**config.mk**
```make
export PLATFORM = sky130hd
export DESIGN_NAME = fll_loop_ctrl_flat
export DESIGN_NICKNAME = d
export VERILOG_FILES = /design/src/rtl/fll_pkg.sv /design/src/rtl/fll_loop_ctrl_if.sv /design/src/rtl/fll_lock_det.sv /design/src/rtl/fll_loop_ctrl.sv /design/src/flat_wrapper.sv
export SDC_FILE = /design/constraint.sdc
export NUM_CORES = 1
export LEC_CHECK = 0
export ABC_AREA = 1
export BUFFER_PORTS_ARGS = -buffer_cell sky130_fd_sc_hd__buf_4
export CAP_MARGIN = 20
export CORE_MARGIN = 4
export CORE_UTILIZATION = 50
export CTS_CLUSTER_DIAMETER = 40
export DETAILED_ROUTE_END_ITERATION = 8
export GPL_ROUTABILITY_DRIVEN = 0
export GPL_TIMING_DRIVEN = 0
export HOLD_SLACK_MARGIN = 0.03
export PLACE_DENSITY_LB_ADDON = 0.25
export REMOVE_ABC_BUFFERS = 1
export SLEW_MARGIN = 15
export SYNTH_ARGS = -nofsm -noshare
export SYNTH_HDL_FRONTEND = slang
export SYNTH_HIERARCHICAL = 1
export SYNTH_SLANG_ARGS = --single-unit
export TNS_END_PERCENT = 20
```
**constraint.sdc**
```tcl
create_clock -name fll_ref_clk -period 3.95 [get_ports fll_ref_clk]
set_input_delay 0.395 -clock fll_ref_clk [delete_from_list [all_inputs] [get_ports fll_ref_clk]]
set_output_delay 0.395 -clock fll_ref_clk [all_outputs]
set_load 0.005 [all_outputs]
```
**src/rtl/fll_pkg.sv**
```systemverilog
// fll_pkg: shared FSM state type, default parameters and mid-scale code helper
// Purpose: common definitions imported by every FLL loop-control file.
// Ports:   none (package).
package fll_pkg;

    typedef enum logic [1:0] {IDLE, SETTLE, TRACK, LOCKED} fll_state_e;

    localparam int FLL_CNT_W      = 16;
    localparam int FLL_CODE_W     = 10;
    localparam int FLL_RANGE_W    = 4;
    localparam int FLL_TOL        = 2;
    localparam int FLL_UNLOCK_TOL = 8;
    localparam int FLL_LOCK_CNT   = 8;
    localparam int FLL_SETTLE_WIN = 2;
    localparam int FLL_GAIN_SHIFT = 2;

    function automatic int mid_code(input int w);
        return 1 << (w - 1);
    endfunction

    localparam int FLL_MID_CODE = mid_code(FLL_CODE_W);

endpackage

```
**src/rtl/fll_loop_ctrl_if.sv**
```systemverilog
// fll_loop_ctrl_if: control/measurement/DCO bundle of the FLL loop controller
// Purpose: groups config, count-strobe and DCO outputs into one port.
// Ports:   master drives config/count and observes DCO outputs; slave is the controller.
interface fll_loop_ctrl_if
    import fll_pkg::*;
#(
    parameter int CNT_W   = FLL_CNT_W,
    parameter int CODE_W  = FLL_CODE_W,
    parameter int RANGE_W = FLL_RANGE_W
) ();
    logic               fll_bypass;
    logic               fll_opmode;
    logic               fll_cfgreq;
    logic [RANGE_W-1:0] fll_range;
    logic [CNT_W-1:0]   fll_mult;
    logic [CODE_W-1:0]  fll_open_code;
    logic [CNT_W-1:0]   fll_cnt;
    logic               fll_cnt_vld;
    logic [CODE_W-1:0]  fll_dco_code;
    logic [RANGE_W-1:0] fll_dco_range;
    logic               fll_lock;
    logic               fll_cfgack;
    logic               fll_sat;

    modport master (
        output fll_bypass, fll_opmode, fll_cfgreq, fll_range, fll_mult, fll_open_code, fll_cnt, fll_cnt_vld,
        input  fll_dco_code, fll_dco_range, fll_lock, fll_cfgack, fll_sat
    );

    modport slave (
        input  fll_bypass, fll_opmode, fll_cfgreq, fll_range, fll_mult, fll_open_code, fll_cnt, fll_cnt_vld,
        output fll_dco_code, fll_dco_range, fll_lock, fll_cfgack, fll_sat
    );
endinterface

```
**src/rtl/fll_lock_det.sv**
```systemverilog
// fll_lock_det: in-tolerance counter and lock/unlock decision
// Purpose: counts consecutive in-tolerance measurements and holds the lock flag.
// Ports:   clk_i/rst_i clock and async reset; clr_i restarts detection;
//          vld_i qualifies abs_err_i; in_tol_o |err|<=TOL; lock_nxt_o next lock; lock_o lock flag.
module fll_lock_det
    import fll_pkg::*;
#(
    parameter int CNT_W      = FLL_CNT_W,
    parameter int TOL        = FLL_TOL,
    parameter int UNLOCK_TOL = FLL_UNLOCK_TOL,
    parameter int LOCK_CNT   = FLL_LOCK_CNT
) (
    input  logic           clk_i,
    input  logic           rst_i,
    input  logic           clr_i,
    input  logic           vld_i,
    input  logic [CNT_W:0] abs_err_i,
    output logic           in_tol_o,
    output logic           lock_nxt_o,
    output logic           lock_o
);
    localparam int CW = $clog2(LOCK_CNT + 1);

    logic [CW-1:0] cnt_q, cnt_d;
    logic          lock_q, lock_d, keep;

    assign in_tol_o   = abs_err_i <= (CNT_W+1)'(TOL);
    assign keep       = abs_err_i <= (CNT_W+1)'(UNLOCK_TOL);
    assign lock_nxt_o = lock_d;
    assign lock_o     = lock_q;

    // Once locked, only a large error drops lock; the counter still restarts on any out-of-tolerance sample.
    always_comb begin
        cnt_d  = cnt_q;
        lock_d = lock_q;
        if (clr_i) begin
            cnt_d  = '0;
            lock_d = 1'b0;
        end else if (vld_i) begin
            cnt_d  = !in_tol_o ? '0 : (cnt_q == CW'(LOCK_CNT) ? cnt_q : cnt_q + CW'(1));
            lock_d = lock_q ? keep : cnt_d == CW'(LOCK_CNT);
        end
    end

    always_ff @(posedge clk_i or posedge rst_i) begin
        if (rst_i) begin
            cnt_q  <= '0;
            lock_q <= 1'b0;
        end else begin
            cnt_q  <= cnt_d;
            lock_q <= lock_d;
        end
    end
endmodule

```
**src/rtl/fll_loop_ctrl.sv**
```systemverilog
// fll_loop_ctrl: digital FLL loop controller steering a DCO code from cycle counts
// Purpose: closed/open-loop/bypass control of DCO code and range with lock detection.
// Ports:   fll_ref_clk sole clock; fll_rst async active-high reset;
//          bus (slave) config, count strobe and DCO code/range/lock/ack/sat outputs.
module fll_loop_ctrl
    import fll_pkg::*;
#(
    parameter int CNT_W      = FLL_CNT_W,
    parameter int CODE_W     = FLL_CODE_W,
    parameter int RANGE_W    = FLL_RANGE_W,
    parameter int TOL        = FLL_TOL,
    parameter int UNLOCK_TOL = FLL_UNLOCK_TOL,
    parameter int LOCK_CNT   = FLL_LOCK_CNT,
    parameter int SETTLE_WIN = FLL_SETTLE_WIN,
    parameter int GAIN_SHIFT = FLL_GAIN_SHIFT
) (
    input logic            fll_ref_clk,
    input logic            fll_rst,
    fll_loop_ctrl_if.slave bus
);
    localparam int SW  = (CNT_W > CODE_W ? CNT_W : CODE_W) + 2;
    localparam int STW = $clog2(SETTLE_WIN + 1) + 1;
    localparam logic [CODE_W-1:0]    MID      = CODE_W'(mid_code(CODE_W));
    localparam logic signed [SW-1:0] CODE_MAX = SW'({CODE_W{1'b1}});

    fll_state_e            state_q, state_d;
    logic [CODE_W-1:0]     code_q, code_d;
    logic [RANGE_W-1:0]    range_q, range_d;
    logic [CNT_W-1:0]      mult_q, mult_d;
    logic [STW-1:0]        settle_q, settle_d;
    logic                  sat_q, sat_d, ack_q;
    logic signed [CNT_W:0] err, sh, step;
    logic [CNT_W:0]        abs_err;
    logic signed [SW-1:0]  sum;
    logic                  loop_on, det_clr, det_vld, in_tol, lock_nxt, lock;

    assign loop_on = !bus.fll_bypass && bus.fll_opmode;
    assign det_clr = bus.fll_cfgreq || !loop_on;
    assign det_vld = bus.fll_cnt_vld && (state_q == TRACK || state_q == LOCKED);
    assign err     = $signed({1'b0, mult_q}) - $signed({1'b0, bus.fll_cnt});
    assign abs_err = err[CNT_W] ? $unsigned(-err) : $unsigned(err);
    // An arithmetic shift never rounds a negative error to zero, so only +1 needs forcing.
    assign sh      = err >>> GAIN_SHIFT;
    assign step    = sh == '0 ? (CNT_W+1)'(1) : sh;
    // Extra headroom bits so both under- and overflow of the code are visible before clamping.
    assign sum     = SW'(step) + $signed(SW'(code_q));

    fll_lock_det #(
        .CNT_W(CNT_W), .TOL(TOL), .UNLOCK_TOL(UNLOCK_TOL), .LOCK_CNT(LOCK_CNT)
    ) u_lock_det (
        .clk_i(fll_ref_clk), .rst_i(fll_rst), .clr_i(det_clr), .vld_i(det_vld),
        .abs_err_i(abs_err), .in_tol_o(in_tol), .lock_nxt_o(lock_nxt), .lock_o(lock)
    );

    // Priority: config request, then bypass/open loop, then measurement strobes.
    always_comb begin
        state_d  = state_q;
        code_d   = code_q;
        range_d  = range_q;
        mult_d   = mult_q;
        settle_d = settle_q;
        sat_d    = sat_q;
        if (bus.fll_cfgreq) begin
            range_d = bus.fll_bypass ? range_q : bus.fll_range;
            state_d = loop_on ? SETTLE : IDLE;
            if (loop_on) begin
                code_d   = MID;
                mult_d   = bus.fll_mult;
                sat_d    = 1'b0;
                settle_d = '0;
            end else if (!bus.fll_bypass) begin
                code_d = bus.fll_open_code;
            end
        end else if (!loop_on) begin
            state_d = IDLE;
            code_d  = bus.fll_bypass ? code_q : bus.fll_open_code;
        end else if (bus.fll_cnt_vld && state_q == SETTLE) begin
            settle_d = settle_q + STW'(1);
            state_d  = settle_d >= STW'(SETTLE_WIN) ? TRACK : SETTLE;
        end else if (det_vld) begin
            state_d = lock_nxt ? LOCKED : TRACK;
            if (!in_tol) begin
                code_d = sum[SW-1] ? '0 : (sum > CODE_MAX ? '1 : sum[CODE_W-1:0]);
                sat_d  = sat_q || sum[SW-1] || sum > CODE_MAX;
            end
        end
    end

    always_ff @(posedge fll_ref_clk or posedge fll_rst) begin
        if (fll_rst) begin
            state_q  <= IDLE;
            code_q   <= MID;
            range_q  <= '0;
            mult_q   <= '0;
            settle_q <= '0;
            sat_q    <= 1'b0;
            ack_q    <= 1'b0;
        end else begin
            state_q  <= state_d;
            code_q   <= code_d;
            range_q  <= range_d;
            mult_q   <= mult_d;
            settle_q <= settle_d;
            sat_q    <= sat_d;
            ack_q    <= bus.fll_cfgreq;
        end
    end

    assign bus.fll_dco_code  = code_q;
    assign bus.fll_dco_range = range_q;
    assign bus.fll_lock      = lock;
    assign bus.fll_cfgack    = ack_q;
    assign bus.fll_sat       = sat_q;
endmodule

```
**src/flat_wrapper.sv**
```systemverilog
// flat-port wrapper written by rule: the top's interface ports become plain ports
module fll_loop_ctrl_flat import fll_pkg::*;
#(
    parameter int CNT_W      = FLL_CNT_W,
    parameter int CODE_W     = FLL_CODE_W,
    parameter int RANGE_W    = FLL_RANGE_W,
    parameter int TOL        = FLL_TOL,
    parameter int UNLOCK_TOL = FLL_UNLOCK_TOL,
    parameter int LOCK_CNT   = FLL_LOCK_CNT,
    parameter int SETTLE_WIN = FLL_SETTLE_WIN,
    parameter int GAIN_SHIFT = FLL_GAIN_SHIFT
)
  (fll_ref_clk, fll_rst, bus_fll_bypass, bus_fll_opmode, bus_fll_cfgreq, bus_fll_range, bus_fll_mult, bus_fll_open_code, bus_fll_cnt, bus_fll_cnt_vld, bus_fll_dco_code, bus_fll_dco_range, bus_fll_lock, bus_fll_cfgack, bus_fll_sat);
  fll_loop_ctrl_if #(.CNT_W(CNT_W), .CODE_W(CODE_W), .RANGE_W(RANGE_W)) bus_i ();
  input logic fll_ref_clk;
  input logic fll_rst;
  input wire logic [$bits(bus_i.fll_bypass)-1:0] bus_fll_bypass;
  input wire logic [$bits(bus_i.fll_opmode)-1:0] bus_fll_opmode;
  input wire logic [$bits(bus_i.fll_cfgreq)-1:0] bus_fll_cfgreq;
  input wire logic [$bits(bus_i.fll_range)-1:0] bus_fll_range;
  input wire logic [$bits(bus_i.fll_mult)-1:0] bus_fll_mult;
  input wire logic [$bits(bus_i.fll_open_code)-1:0] bus_fll_open_code;
  input wire logic [$bits(bus_i.fll_cnt)-1:0] bus_fll_cnt;
  input wire logic [$bits(bus_i.fll_cnt_vld)-1:0] bus_fll_cnt_vld;
  output wire logic [$bits(bus_i.fll_dco_code)-1:0] bus_fll_dco_code;
  output wire logic [$bits(bus_i.fll_dco_range)-1:0] bus_fll_dco_range;
  output wire logic [$bits(bus_i.fll_lock)-1:0] bus_fll_lock;
  output wire logic [$bits(bus_i.fll_cfgack)-1:0] bus_fll_cfgack;
  output wire logic [$bits(bus_i.fll_sat)-1:0] bus_fll_sat;
  assign bus_i.fll_bypass = bus_fll_bypass;
  assign bus_i.fll_opmode = bus_fll_opmode;
  assign bus_i.fll_cfgreq = bus_fll_cfgreq;
  assign bus_i.fll_range = bus_fll_range;
  assign bus_i.fll_mult = bus_fll_mult;
  assign bus_i.fll_open_code = bus_fll_open_code;
  assign bus_i.fll_cnt = bus_fll_cnt;
  assign bus_i.fll_cnt_vld = bus_fll_cnt_vld;
  assign bus_fll_dco_code = bus_i.fll_dco_code;
  assign bus_fll_dco_range = bus_i.fll_dco_range;
  assign bus_fll_lock = bus_i.fll_lock;
  assign bus_fll_cfgack = bus_i.fll_cfgack;
  assign bus_fll_sat = bus_i.fll_sat;
  fll_loop_ctrl #(.CNT_W(CNT_W), .CODE_W(CODE_W), .RANGE_W(RANGE_W), .TOL(TOL), .UNLOCK_TOL(UNLOCK_TOL), .LOCK_CNT(LOCK_CNT), .SETTLE_WIN(SETTLE_WIN), .GAIN_SHIFT(GAIN_SHIFT)) u_core (.fll_ref_clk(fll_ref_clk), .fll_rst(fll_rst), .bus(bus_i));
endmodule
```
Word-level counts from Yosys, hierarchy flattened
Index checks and enable logic that the tools add are counted.
{ "word_totals": {"register_bits": 42, "inputBits": 52, "out_inout_bits": 17, "word_cells": 83} }
{ "classes": {"add_sub_neg": 5, "n_lt_le_gt_ge": 4, "n_eq_ne": 11, "mux": 35, "bitwise": 1, "reduce_logical": 18} }
{ "ops": {"columns": ["op", "count"], "rows": [
  ["10-bit two-way mux", 9],
  ["17-bit two-way mux", 2],
  ["17-bit by 11-bit adder with 18-bit output", 1],
  ["18-bit by 11-bit > comparator with 1-bit output, second input constant", 1],
  ["17-bit by 2-bit <= comparator with 1-bit output, second input constant", 1],
  ["17-bit by 4-bit <= comparator with 1-bit output, second input constant", 1],
  ["17-bit logical NOT", 1],
  ["17-bit negator", 1],
  ["16-bit by 16-bit subtractor with 17-bit output", 1],
  ["4-bit two-way mux", 4],
  ["3-bit two-way mux", 4],
  ["1-bit two-way mux", 11],
  ["2-bit two-way mux", 5],
  ["3-bit inequality test, second input constant", 3],
  ["4-bit equality test, second input constant", 2],
  ["2-bit AND reduction", 3],
  ["2-bit nonzero test", 3],
  ["4-bit by 1-bit adder with 4-bit output, second input constant", 1],
  ["2-bit equality test, second input constant", 2],
  ["1-bit logical OR", 4],
  ["2-bit inequality test, second input constant", 2],
  ["4-bit inequality test, second input constant", 1],
  ["4-bit AND reduction", 1],
  ["3-bit by 1-bit adder with 3-bit output, second input constant", 1],
  ["6 further kinds", 9]
]} }

Depth between registers and ports, before layout
{ "logic_depth": {"ltp_word": 14, "depth_mapped": 32, "ltp_nobuf": 31} }

Hierarchy
Netlist, hierarchy kept.
{ "modules_own_cells": {"columns": ["mod", "instances", "cells_each", "area_each_um2", "seq_area_each_um2"], "rows": [
  ["fll_loop_ctrl", 1, 548, 3823.7, 927.1],
  ["fll_lock_det", 1, 69, 452.9, 125.1]
]} }

Worst setup path after synthesis
Ideal clock, no wire load.
{ "synth_timing": {"kind": "input to register", "start": "input port bus_fll_cnt[0]", "end": "register u_core.sat_q (netlist: u_core/bus.fll_sat)", "setup_time_ns": 0.129, "arrival_time_ns": 3.820, "t_required_ns": 3.821, "path_slack_ns": 0.001, "path_stages": 28, "n_path_buf": 1, "cell_sequence": "ha_1 -> fa_1 -> nand3b_1 -> nand2_1 -> nand2_1 -> nand2_1 -> xor2_1 -> nor2_1 -> inv_1 -> nor2_2 -> nand3_1 -> o21ai_0 -> ha_1 -> fa_1 -> nand3_1 -> nand2_1 -> nand2_1 -> nand2_1 -> a21boi_0 -> xnor2_1 -> nand2_1 -> nor2_1 -> nand2_1 -> nand2_2 -> buf_6 -> nand3_1 -> nand2_1 -> nand2_1"} }
{ "synth_between": {"elab_chain_cells": 11, "elab_cells_between_ends": 17, "classes_between": "3 x add/sub; 2 x order compare; 1 x eq/ne; 7 x mux; 4 x reduce/logical"} }
{ "synth_rtl": {"columns": ["element", "line_no", "rtl"], "rows": [
  ["start, declared", "flat_wrapper.sv:23", "input wire logic [$bits(bus_i.fll_cnt)-1:0] bus_fll_cnt;"],
  ["16-bit by 16-bit subtractor with 17-bit output *", "fll_loop_ctrl.sv:40", "assign err = $signed({1'b0, mult_q}) - $signed({1'b0, bus.fll_cnt});"],
  ["17-bit logical NOT", "fll_loop_ctrl.sv:44", "assign step = sh == '0 ? (CNT_W+1)'(1) : sh;"],
  ["17-bit two-way mux", "fll_loop_ctrl.sv:44", null],
  ["17-bit by 11-bit adder with 18-bit output", "fll_loop_ctrl.sv:46", "assign sum = SW'(step) + $signed(SW'(code_q));"],
  ["18-bit by 11-bit > comparator with 1-bit output or 1-bit logical OR (tied branches)", "fll_loop_ctrl.sv:84", "sat_d = sat_q || sum[SW-1] || sum > CODE_MAX;"],
  ["1-bit logical OR", "fll_loop_ctrl.sv:84", null],
  ["1-bit two-way mux", "fll_loop_ctrl.sv:82", "if (!in_tol) begin"],
  ["1-bit two-way mux", "fll_loop_ctrl.sv:80", "end else if (det_vld) begin"],
  ["1-bit two-way mux", "fll_loop_ctrl.sv:77", "end else if (bus.fll_cnt_vld && state_q == SETTLE) begin"],
  ["1-bit two-way mux", "fll_loop_ctrl.sv:74", "end else if (!loop_on) begin"],
  ["1-bit two-way mux", "fll_loop_ctrl.sv:63", "if (bus.fll_cfgreq) begin"],
  ["end signal, assigned", "fll_loop_ctrl.sv:104", "sat_q <= sat_d;"],
  ["end, declared", "fll_loop_ctrl.sv:31", "logic sat_q, sat_d, ack_q;"]
]} }
Every way passes the cells marked *; elsewhere a longest branch is shown, timed or not. The select of a mux whose other input is x is not followed.
A chain may end at the register's enable or synchronous reset.

Worst setup path in the final report
{ "layout_timing": {"start": "register u_core.mult_q[7]", "end": "register u_core.code_q[4] (netlist: u_core/bus.fll_dco_code[4])"} }
{ "layout_between": {"elab_chain_cells": 12, "elab_cells_between_ends": 17, "classes_between": "3 x add/sub; 2 x order compare; 1 x eq/ne; 9 x mux; 2 x reduce/logical"} }
{ "layout_rtl": {"columns": ["element", "line_no", "rtl"], "rows": [
  ["start, declared", "fll_loop_ctrl.sv:29", "logic [CNT_W-1:0] mult_q, mult_d;"],
  ["start signal, assigned", "fll_loop_ctrl.sv:102", "mult_q <= mult_d;"],
  ["16-bit by 16-bit subtractor with 17-bit output *", "fll_loop_ctrl.sv:40", null],
  ["17-bit logical NOT", "fll_loop_ctrl.sv:44", null],
  ["17-bit two-way mux", "fll_loop_ctrl.sv:44", null],
  ["17-bit by 11-bit adder with 18-bit output", "fll_loop_ctrl.sv:46", null],
  ["18-bit by 11-bit > comparator with 1-bit output", "fll_loop_ctrl.sv:83", "code_d = sum[SW-1] ? '0 : (sum > CODE_MAX ? '1 : sum[CODE_W-1:0]);"],
  ["10-bit two-way mux (2 in a row)", "fll_loop_ctrl.sv:83", null],
  ["10-bit two-way mux", "fll_loop_ctrl.sv:82", null],
  ["10-bit two-way mux", "fll_loop_ctrl.sv:80", null],
  ["10-bit two-way mux", "fll_loop_ctrl.sv:77", null],
  ["10-bit two-way mux", "fll_loop_ctrl.sv:74", null],
  ["10-bit two-way mux", "fll_loop_ctrl.sv:63", null],
  ["end signal, assigned", "fll_loop_ctrl.sv:100", "code_q <= code_d;"],
  ["end, declared", "fll_loop_ctrl.sv:27", "logic [CODE_W-1:0] code_q, code_d;"]
]} }
Marks and branches as above.

==> summary.txt <==
Die
  – Placement Rows: 33
  – I/O Pins: 69
  – Chip width: 100.5 um
  – Die H: 100.5 um
  – Initial core utilization: 0.5179
  – Die area: 10100 um2
  – Core footprint: 8258 um2

Clock tree
  – Clk Latency, worst-skew pair: 0.30 ns
  – CTS Buffer Depth: 2
  – Clock sink count: 42
  – Reg clk slew, reported paths: 0.09 ns
  – TritonCTS clock tree: built
  – Root buffer cell: clkbuf_8
  – Total CTS buffers: 5
  – CTS H-Tree Depth: 2

Placed design
  – Dpl hpwl: 7.966 mm
  – Cell total after placement: 782
  – Port buffer count: 68

Pwr
  – Peak supply drop: 0.0002294 V
  – Clock group share of total power: 0.124
  – Power share of the sequential group: 0.190
  – PD cells: 526.3 nW/um2
  – Psw: 1.368 mW
  – Switch share: 0.4792
  – Combinational Power Share: 0.686
  – Total Power: 2.855 mW
  – Internal power: 1.487 mW
  – Leak pwr: 2.812 nW

Timing
  – Number of max-slew violations in the final report: 0
  – Final setup vio count: 11
  – Fin worst setup slack: -0.1937 ns
  – RSZ-0062 raised after global routing: yes
  – Hold Vio Cnt, Final: 0
  – Slew @ Worst Pin: 0.7929 ns
  – Tcrit/Tclk final: 1.049
  – Fin Setup TNS: -1.939 ns
  – Min Clock Period, post-route: 4.144 ns
  – Max_slew headroom: 0.4701
  – Worst Clk Skew: 0.007165 ns
  – Fmax: 241.3 MHz

Final layout
  – Antenna cells: 0
  – Layout net count: 786
  – Commonest non-fill, non-tap cell in the layout: nand2_1
  – Final std cells w/o fill: 806
  – Layout area overhead: 26.83%
  – Fraction of layout cells with a size suffix above 1: 0.3039
  – Most frequent cells in the layout: 128 x nand2_1, 99 x inv_1, 81 x buf_4, 52 x nor2_1, 41 x dfrtp_1

Min path
  – HP Start: bus_fll_cfgreq
  – Hold Crit Endpoint: u_core/bus.fll_cfgack
  – Hold Crit Depth: 1
  – Path category of the worst min-delay check: primary input to flip-flop

Setup path
  – Crit path DAT: 4.34 ns
  – RR Endpoint: u_core/bus.fll_dco_code[4]
  – Critical Path RT: 4.15 ns
  – R2r setup slk: -0.19 ns
  – CP top delay family: simple AND/OR/NAND/NOR gates
  – Crit-path slowest cell: dfrtp_1
  – Launching point of the worst reg2reg path: u_core/mult_q[7]
  – Buffer and inverter count on the worst path: 1
  – Worst r2r path cells: 26
  – Crit end category: flip-flop
  – Worst Path Max Fanout: 5
  – Critical setup path kind: flip-flop to flip-flop
  – CP max stage delay: 0.39 ns
  – Startpoint types: flip-flop

Synth
  – Area of the mapped netlist: 4277 um2
  – Seq cells post-synth: 42
  – Share of the yosys chip area belonging to registers: 0.2461
  – Async S/R FF share, synth: 1.000
  – Number of synthesized flops with an enable pin: 0
  – Mapped Avg Cell Area: 6.931 um2
  – Post-Synthesis Cells: 617
  – Main synth FF type: dfrtp_1
  – Synth unique cells: 43
  – Synthesis Warnings: 6

Route
  – DR vias: 4255
  – Pre-antenna DRT Iters: 5
  – 1st-iter DRT viols: 233
  – DR WL/cell: 13.60 um
  – Vias/cell: 5.279
  – Post-Route WL: 10.96 mm
  – # DRC: 0
  – ANT nets after route: 0

Outcome
  – Violations in the final reports: setup timing
  – Status: finished with violations

GRT
  – Layer with the highest usage: met2
  – Global route overflow: 0
  – Gr usage total: 0.2106
  – Met1 Use GR: 0.2610
  – Pin count of the biggest net entering global routing: 26
  – GRT met2 Usage: 0.3782
  – GR Util met3: 0.03183
  – Vias in the first global route: 4027
  – Initial antenna violation count: 0
  – First-pass GRT wire length: 17.44 mm

Job
  – Max cap viols: 0
==> layer usage <==
metal | wire [um] | up-vias
met5 | 0 | -
met4 | 206 | 0
met3 | 636 | 25
met2 | 5594 | 117
met1 | 4524 | 1983
li1 | - | 2130
==> kinds of logic after synthesis <==
family / after synthesis / synth area share
flops: 42 / 0.2461
compound gates: 80 / 0.1077
mux: 19 / 0.05003
buf+inv: 120 / 0.1091
xor+xnor: 35 / 0.07343
simple gates: 287 / 0.3107
fa+ha+maj: 34 / 0.1030
==> metrics by stage <==
| step | worst slack [ns] | cell area [um2] | util | hold slack, ns |
|---|---|---|---|---|
| 2_1_floorplan | -0.1652 | 4223 | - | 0.1735 |
| 3_3_place_gp | -1.021 | 4865 | 0.5891 | 0.3075 |
| 3_5_place_dp | -1.023 | 4892 | 0.5924 | 0.3155 |
| 4_1_cts | 0.003917 | 5216 | 0.6317 | 0.2271 |
| 5_1_grt | -0.3929 | 5424 | 0.6568 | 0.2314 |
| 6_report | -0.1937 | 5424 | 0.6568 | 0.2389 |
==> worst register-to-register path, delay by kind of cell, from the launching register on <==
family                     cells  cell delay (ns)
AOI/OAI and AO/OA              5             0.60
xor gates and xnor gates       1             0.14
adders and majority gates      3             0.79
buffers and inverters          1             0.18
DFF                            1             0.39
and+or+nand+nor               16             1.92
==> registers in the layout, summed over array words and instances, names as in the netlist <==
register / count
u_core/mult_q: 16
u_core/bus.fll_dco_code: 10
u_core/state_q: 2
u_core/bus.fll_sat: 1
u_core/bus.fll_cfgack: 1
u_core/u_lock_det/lock_o: 1
u_core/settle_q: 3
u_core/bus.fll_dco_range: 4
u_core/u_lock_det/cnt_q: 4
==> area by class of cell <==
cell class	instances	area [um2]
sequential	42	1052
tap	105	131.4
timing repair buffer	85	683.2
inverter	110	412.9
multi-input combinational	456	3034
fill	723	2834
clock inverter	2	37.54
clock buffer	6	72.57
==> how the worst max path moves through the flow <==
stage / start / end / slack, ns / cells after the start
floorplan: bus_fll_cnt[0] / u_core/bus.fll_dco_code[9] / -0.17 / 26
global placement: bus_fll_cnt[0] / u_core/bus.fll_dco_code[2] / -1.02 / 21
detailed placement: bus_fll_cnt[0] / u_core/bus.fll_dco_code[7] / -1.02 / 27
CTS: u_core/mult_q[0] / u_core/bus.fll_dco_code[0] / 0.004 / 29
global route: u_core/mult_q[0] / u_core/bus.fll_dco_code[7] / -0.39 / 28
finish: u_core/mult_q[7] / u_core/bus.fll_dco_code[4] / -0.19 / 26
==> synthesized netlist by cell type, types with 2 or more instances <==
| cell type | n | area share |
|---|---|---|
| nand2_1 | 141 | 0.12 |
| inv_1 | 101 | 0.089 |
| nor2_1 | 58 | 0.051 |
| dfrtp_1 | 41 | 0.24 |
| nand3_1 | 35 | 0.041 |
| ha_1 | 32 | 0.094 |
| o21ai_0 | 28 | 0.033 |
| a21oi_1 | 27 | 0.032 |
| xor2_1 | 23 | 0.047 |
| mux2_2 | 19 | 0.050 |
| nand3_2 | 12 | 0.028 |
| xnor2_1 | 11 | 0.023 |
| nand2_2 | 10 | 0.015 |
| a21oi_2 | 9 | 0.018 |
| inv_2 | 8 | 0.0070 |
| nand4_1 | 8 | 0.012 |
| clkbuf_1 | 7 | 0.0061 |
| nor2_2 | 7 | 0.010 |
| nor3_1 | 5 | 0.0059 |
| o21ai_1 | 4 | 0.0047 |
| o22ai_1 | 4 | 0.0059 |
| and3_1 | 2 | 0.0029 |
| buf_6 | 2 | 0.0053 |
| fa_1 | 2 | 0.0094 |
| nand3b_1 | 2 | 0.0035 |
| o21bai_1 | 2 | 0.0035 |
==> power groups by stage <==
stage | logic [mW] | registers [mW] | clock network [mW]
5_1_grt | 2.17 | 0.551 | 0.384
3_3_place_gp | 1.60 | 0.544 | 0
6_report | 1.96 | 0.542 | 0.353
3_5_place_dp | 1.64 | 0.547 | 0
2_1_floorplan | 1.30 | 0.535 | 0
4_1_cts | 1.78 | 0.541 | 0.368
==> repair_timing <==
item,4_1_cts,5_1_grt
resized for setup,31,30
hold buffers,1,0
cloned,0,2
setup endpoints to repair,11,12
pin swaps,7,14
endpoints found under the hold margin,5,0
setup buffers,7,6
(Power assumes the default switching activity.)
